`config.mk`:
```
export PLATFORM = sky130hd
export DESIGN_NAME = gsm_cmd_receiver
export DESIGN_NICKNAME = d
export VERILOG_FILES = /design/src/rtl/gsm_cmd_pkg.sv /design/src/rtl/gsm_arg_accum.sv /design/src/rtl/gsm_cmd_receiver.sv
export SDC_FILE = /design/constraint.sdc
export NUM_CORES = 1
export LEC_CHECK = 0
export CAP_MARGIN = 20
export CORE_AREA = 2 2 96 98
export CTS_CLUSTER_SIZE = 10
export DETAILED_ROUTE_END_ITERATION = 7
export DIE_AREA = 0 0 98 100
export GPL_TIMING_DRIVEN = 0
export PLACE_DENSITY = 0.69
export SYNTH_ARGS = -nofsm -noshare
export SYNTH_HDL_FRONTEND = slang
export SYNTH_SLANG_ARGS = --single-unit
```
`constraint.sdc`:
```
create_clock -name clk -period 7.4 [get_ports clk]
set_input_delay 2.22 -clock clk [delete_from_list [all_inputs] [get_ports clk]]
set_output_delay 2.22 -clock clk [all_outputs]
set_load 0.03 [all_outputs]
```
`src/rtl/gsm_cmd_pkg.sv`:
```
// Shared definitions for the GSM downlink command receiver.
//   - state_t : receiver FSM states
//   - ASCII framing and command characters
//   - small byte classification helpers
package gsm_cmd_pkg;

  typedef enum logic [2:0] {
    ST_IDLE,
    ST_CMD,
    ST_ARG,
    ST_EXEC,
    ST_DISCARD
  } state_t;

  localparam logic [7:0] START   = 8'h23;  // '#'
  localparam logic [7:0] END     = 8'h2A;  // '*'
  localparam logic [7:0] CMD_R   = 8'h52;  // meter reset
  localparam logic [7:0] CMD_Q   = 8'h51;  // query reading
  localparam logic [7:0] CMD_D   = 8'h44;  // disconnect load
  localparam logic [7:0] CMD_C   = 8'h43;  // connect load
  localparam logic [7:0] CMD_T   = 8'h54;  // set threshold
  localparam logic [7:0] DIGIT_0 = 8'h30;  // '0'

  function automatic logic is_digit(input logic [7:0] b);
    return (b >= DIGIT_0) && (b <= DIGIT_0 + 8'd9);
  endfunction

  // Uppercase only; lowercase letters fall through as invalid.
  function automatic logic is_cmd(input logic [7:0] b);
    return (b == CMD_R) || (b == CMD_Q) || (b == CMD_D) ||
           (b == CMD_C) || (b == CMD_T);
  endfunction

endpackage

```
`src/rtl/gsm_arg_accum.sv`:
```
// Decimal argument accumulator for the command receiver.
// Ports:
//   clk, reset        : clock, asynchronous active-high reset
//   clear             : zero the argument and digit count (next edge)
//   digit_vld, digit  : append one decimal digit (ignored when ovf is high)
//   arg_value         : accumulated argument
//   digit_cnt         : digits accepted so far
//   ovf               : appending 'digit' now would exceed MAX_DIGITS or 65535
module gsm_arg_accum #(
  parameter  int MAX_DIGITS = 5,
  localparam int CNT_W      = $clog2(MAX_DIGITS + 1)
) (
  input  logic             clk,
  input  logic             reset,
  input  logic             clear,
  input  logic             digit_vld,
  input  logic [3:0]       digit,
  output logic [15:0]      arg_value,
  output logic [CNT_W-1:0] digit_cnt,
  output logic             ovf
);

  logic [15:0]      arg_q, arg_d;
  logic [CNT_W-1:0] cnt_q, cnt_d;
  logic [16:0]      next_val;

  always_comb begin
    // The digit-count guard keeps arg below 10^(MAX_DIGITS-1) here, so a
    // 17-bit product cannot wrap before bit 16 flags the overflow.
    next_val = 17'(arg_q) * 17'd10 + 17'(digit);
    ovf      = (cnt_q == CNT_W'(MAX_DIGITS)) || next_val[16];
    arg_d    = arg_q;
    cnt_d    = cnt_q;
    if (clear) begin
      arg_d = '0;
      cnt_d = '0;
    end else if (digit_vld && !ovf) begin
      arg_d = next_val[15:0];
      cnt_d = cnt_q + CNT_W'(1);
    end
  end

  always_ff @(posedge clk or posedge reset) begin
    if (reset) begin
      arg_q <= '0;
      cnt_q <= '0;
    end else begin
      arg_q <= arg_d;
      cnt_q <= cnt_d;
    end
  end

  assign arg_value = arg_q;
  assign digit_cnt = cnt_q;

endmodule

```
`src/rtl/gsm_cmd_receiver.sv`:
```
// GSM downlink command receiver: parses "#<cmd>[digits]*" frames from the
// modem byte stream and drives meter control actions.
// Ports:
//   clk, reset            : clock, asynchronous active-high reset
//   rx_byte, rx_valid     : modem byte stream
//   rx_ready              : byte accepted on an edge with rx_valid && rx_ready
//   meter_reset, query_req: one-cycle action pulses
//   load_enable           : load connected level
//   threshold_value/_wr   : alert threshold and its update pulse
//   cmd_error             : one-cycle pulse for a rejected/aborted frame
//   cmd_count             : executed command counter (wraps)
module gsm_cmd_receiver
  import gsm_cmd_pkg::*;
#(
  parameter int TIMEOUT_CYCLES    = 1000,
  parameter int THRESHOLD_DEFAULT = 100,
  parameter int MAX_DIGITS        = 5
) (
  input  logic        clk,
  input  logic        reset,
  input  logic [7:0]  rx_byte,
  input  logic        rx_valid,
  output logic        rx_ready,
  output logic        meter_reset,
  output logic        query_req,
  output logic        load_enable,
  output logic [15:0] threshold_value,
  output logic        threshold_wr,
  output logic        cmd_error,
  output logic [7:0]  cmd_count
);

  localparam int TMO_W = $clog2(TIMEOUT_CYCLES + 1);
  localparam int CNT_W = $clog2(MAX_DIGITS + 1);

  state_t           state_q, state_d;
  logic [7:0]       cmd_q, cmd_d;
  logic [TMO_W-1:0] tmo_q, tmo_d;
  logic             load_enable_q, load_enable_d;
  logic [15:0]      threshold_q, threshold_d;
  logic [7:0]       cmd_count_q, cmd_count_d;
  logic             meter_reset_q, meter_reset_d;
  logic             query_req_q, query_req_d;
  logic             threshold_wr_q, threshold_wr_d;
  logic             cmd_error_q, cmd_error_d;

  logic             xfer, legal_cnt;
  logic             acc_clear, acc_digit_vld, acc_ovf;
  logic [15:0]      acc_value;
  logic [CNT_W-1:0] acc_cnt;

  gsm_arg_accum #(.MAX_DIGITS(MAX_DIGITS)) u_accum (
    .clk       (clk),
    .reset     (reset),
    .clear     (acc_clear),
    .digit_vld (acc_digit_vld),
    .digit     (rx_byte[3:0]),
    .arg_value (acc_value),
    .digit_cnt (acc_cnt),
    .ovf       (acc_ovf)
  );

  assign rx_ready  = (state_q != ST_EXEC);
  assign xfer      = rx_valid && rx_ready;
  assign legal_cnt = (cmd_q == CMD_T) ? (acc_cnt != '0) : (acc_cnt == '0);

  always_comb begin
    state_d        = state_q;
    cmd_d          = cmd_q;
    tmo_d          = '0;
    load_enable_d  = load_enable_q;
    threshold_d    = threshold_q;
    cmd_count_d    = cmd_count_q;
    meter_reset_d  = 1'b0;
    query_req_d    = 1'b0;
    threshold_wr_d = 1'b0;
    cmd_error_d    = 1'b0;
    acc_clear      = 1'b0;
    acc_digit_vld  = 1'b0;

    unique case (state_q)
      ST_IDLE: begin
        if (xfer && rx_byte == START) begin
          state_d   = ST_CMD;
          acc_clear = 1'b1;
        end
      end
      ST_EXEC: begin
        state_d     = ST_IDLE;
        cmd_count_d = cmd_count_q + 8'd1;
      end
      default: begin  // CMD, ARG, DISCARD: inside a frame
        if (xfer && rx_byte == START) begin
          // Resynchronise on a fresh start marker; the old frame is lost.
          state_d     = ST_CMD;
          acc_clear   = 1'b1;
          cmd_error_d = 1'b1;
        end else if (xfer) begin
          if (state_q == ST_CMD) begin
            if (is_cmd(rx_byte)) begin
              cmd_d   = rx_byte;
              state_d = ST_ARG;
            end else begin
              state_d = ST_DISCARD;
            end
          end else if (state_q == ST_ARG) begin
            if (is_digit(rx_byte)) begin
              if (acc_ovf) state_d = ST_DISCARD;
              else         acc_digit_vld = 1'b1;
            end else if (rx_byte == END) begin
              if (legal_cnt) begin
                // Pulses are registered so they appear exactly in EXEC.
                state_d = ST_EXEC;
                case (cmd_q)
                  CMD_R: meter_reset_d = 1'b1;
                  CMD_Q: query_req_d   = 1'b1;
                  CMD_D: load_enable_d = 1'b0;
                  CMD_C: load_enable_d = 1'b1;
                  CMD_T: begin
                    threshold_d    = acc_value;
                    threshold_wr_d = 1'b1;
                  end
                  default: ;
                endcase
              end else begin
                state_d     = ST_IDLE;
                cmd_error_d = 1'b1;
              end
            end else begin
              state_d = ST_DISCARD;
            end
          end else if (rx_byte == END) begin
            state_d     = ST_IDLE;
            cmd_error_d = 1'b1;
          end
        end else if (tmo_q == TMO_W'(TIMEOUT_CYCLES - 1)) begin
          state_d     = ST_IDLE;
          cmd_error_d = 1'b1;
        end else begin
          tmo_d = tmo_q + TMO_W'(1);
        end
      end
    endcase
  end

  always_ff @(posedge clk or posedge reset) begin
    if (reset) begin
      state_q        <= ST_IDLE;
      cmd_q          <= '0;
      tmo_q          <= '0;
      load_enable_q  <= 1'b1;
      threshold_q    <= 16'(THRESHOLD_DEFAULT);
      cmd_count_q    <= '0;
      meter_reset_q  <= 1'b0;
      query_req_q    <= 1'b0;
      threshold_wr_q <= 1'b0;
      cmd_error_q    <= 1'b0;
    end else begin
      state_q        <= state_d;
      cmd_q          <= cmd_d;
      tmo_q          <= tmo_d;
      load_enable_q  <= load_enable_d;
      threshold_q    <= threshold_d;
      cmd_count_q    <= cmd_count_d;
      meter_reset_q  <= meter_reset_d;
      query_req_q    <= query_req_d;
      threshold_wr_q <= threshold_wr_d;
      cmd_error_q    <= cmd_error_d;
    end
  end

  assign meter_reset     = meter_reset_q;
  assign query_req       = query_req_q;
  assign load_enable     = load_enable_q;
  assign threshold_value = threshold_q;
  assign threshold_wr    = threshold_wr_q;
  assign cmd_error       = cmd_error_q;
  assign cmd_count       = cmd_count_q;

endmodule

```
==> results.cfg <==
[grt]
use_met1_pct = 25.7
grt_pass1_wl_mm = 14.9
grt_overflow = 0
grt_max_degree = 70
track_usage_pct = 18.7
use_met3_pct = 5.22
antenna_found_initial = 0
grt_pass1_vias = 3183
busiest_layer = met2
met2_usage_pct = 28.6

[synthesis]
synth_ff_type = dfrtp_1
synth_top_cell_area_share_pct = 38.3
synth_area_sq_mm = 0.00425
synth.net_count = 460
yosysSeqAreaShare_pct = 40.8
ys_top_cells_by_count = dfrtp_1, nand2_1, ha_1, nor2_1, xnor2_1
synth_area_leaders = dfrtp_1, ha_1, mux2_2
synth-edff-count = 0
yosysMostFrequentCell = dfrtp_1
synth_warnings = 0
synth_top_area_cell = dfrtp_1
synth_area_per_cell_sq_um = 10.3
synthCells = 413
async_reset_ff_share_pct = 100
ys_types = 55
yosys_register_bits = 69

[power]
peakVddDrop_mv = 0.176
internal_power_mw = 0.698
combinationalPowerShare_pct = 11.4
power_density_mw_per_mm2 = 184
p_sw_mw = 0.232
p_leak_nw = 2.28
pwr-share-clk_pct = 44.0
netSwitchingFraction_pct = 25.0
power_frac_seq_pct = 44.6

[drt]
drtIter0Drc = 172
drcViolationCount = 0
viasPerCell = 5.51
drt_pre_antenna_iters = 6
wl_per_cell_um = 14.7
wirelength_mm = 8.54
ant_nets = 0
vias = 3195

[clocking]
clock_sinks = 69
cts_tree = done
cts_buffer_depth = 2
cts_made_buffers = 9
ctsResizeCount = 0
cts-root-buf = clkbuf_8
postCtsSetupRepairBufs = 0
clkTransAtPathRegs_ps = 80
clock_latency_ps = 350
cts_htree_levels = 3
cts_hold_repair.buffers = 0

[floorplanning]
die_y_um = 100
ios = 41
die-area_sq_mm = 0.00980
core_sq_mm = 0.00889
die_w_um = 98
initial_core_util_pct = 47.8
std_cell_rows = 35

[cells_and_area]
drive_above_1_share_pct = 13.0
diodes = 0
syn2layout_area_growth_pct = 19.1
final_nets = 511

[critical_path]
slowest_delay_ps = 590
path_buf_inv = 2
end_kind = flop
critPathTopFamily = compound AO/OA/AOI/OAI gates
setup.worst_path.class = in -> reg
crit_fanout = 10
path_cells = clkdlybuf4s50_1, ha_1, a21oi_1, o21ai_1, o2111ai_1, a2111oi_0, o2111a_1, o2111a_2, mux2i_2, buf_6, mux2i_1
cp.required_ps = 7670
cp.arrival_ps = 5470
critPathSlowestCell = clkdlybuf4s50_1
start_kind = input port

[sta]
period_share_pct = 70.2
setup_slack_ps = 2210
final.setup.tns_ps = 0
clock_skew_ps = 8.19
fmax_mhz = 193
fin_crit_ps = 5190
rsz0062_at_grt = false
worst_slew_pin_slew_ps = 816
final_max_slew_viol_count = 0
hold_viol = 0
setup-violations-final = 0
slew_headroom_pct = 45.6

[worst_hold_path]
hp-class = reg -> reg

[flow_run]
drv_cap = 0

[place]
place_ws_ps = 1850
gp_congestion = 0.838
dpl.hpwl_mm = 6.25
io_buffers = 40

[status]
run_status = completed
## area by class of cell
type                    instances  area (sq um)
fillers                       769          3830
clock inverters                 7           146
repair buffers                 40           400
inverters                      14          55.1
flip-flops and latches         69          1730
clock buffers                   9           124
plain buffers                  11          61.3
well taps                     111           139
multi-input cells             319          2400
## metal layers
layer | vias up | wire [um]
met1 | 1543 | 4070
met3 | 7 | 449
met4 | 0 | 79
met2 | 79 | 3940
li1 | 1566 | -
met5 | - | 0
## cells by family after synthesis
kind of cell,share of synthesized area [%]
adders and majority gates,11.0
muxes,10.4
AOI/OAI and AO/OA,8.54
DFF,40.8
buffers and inverters,2.68
and+or+nand+nor,17.8
xor gates and xnor gates,8.86
## state kept, by name, summed over array words and instances (netlist names), 3 cells and up
signal	flops
cmd_count	8
cmd_q	8
state_q	3
threshold_value	16
tmo_q	10
u_accum.arg_value	16
u_accum.digit_cnt	3
## per-stage QoR
stage / cells / total power [mW] / cell area [sq um] / hold slack, ps / util [%]
CTS: 580 / 0.940 / 5060 / 468 / 56.9
global route: 580 / 0.972 / 5060 / 489 / 56.9
floorplan: 413 / 0.492 / 4250 / 425 / -
finish: 580 / 0.930 / 5060 / 465 / 56.9
global placement: 564 / 0.524 / 4790 / 446 / 53.9
detailed placement: 564 / 0.526 / 4790 / 449 / 53.9
## power by group through the flow
stage / Combinational, mW / Sequential, mW / Clock (mW)
after floorplan: 0.0675 / 0.424 / 0
after detailed placement: 0.105 / 0.421 / 0
final: 0.106 / 0.415 / 0.409
after global placement: 0.103 / 0.421 / 0
after global routing: 0.119 / 0.418 / 0.435
after CTS: 0.106 / 0.414 / 0.419
## cells in the final DEF, fill, tap and decap left out, types with 2 or more instances in the layout
cell and count:
dfrtp_1 65, nand2_1 45, clkdlybuf4s50_1 40, ha_1 34, nor2_1 28, xnor2_1 27
mux2_2 21, nand3_1 19, mux2i_1 19, xor2_1 16, o21ai_0 13, inv_1 12
a21oi_1 11, nor3_1 10, nand4_1 9, clkbuf_8 9, and3_1 7, clkbuf_1 5
nand2b_1 5, nand3b_1 4, buf_2 4, o21bai_1 4, bufinv_16 4, dfstp_2 4
nor3b_1 3, a211oi_1 3, and2_1 3, o21ai_1 3, nor4b_1 3, or2_2 2
a2111oi_0 2, o21a_1 2, buf_6 2, nor4bb_1 2, fa_1 2, clkinv_4 2
## path summary, 6_finish.rpt
| kind | startpoint | end | slack [ps] | cells after the start |
|---|---|---|---|---|
| min | cmd_q[6] | cmd_q[6] | 460 | 1 |
| max | rx_byte[2] | u_accum.arg_value[7] | 2210 | 11 |
| min in group asynchronous | reset | threshold_value[1] | 2390 | 2 |
| max reg2reg | u_accum.arg_value[1] | u_accum.arg_value[7] | 3410 | 12 |
| max in group asynchronous | reset | u_accum.arg_value[12] | 4480 | 2 |
| min reg2reg | cmd_q[6] | cmd_q[6] | 460 | 1 |
Power figures use the tool's default switching activity.
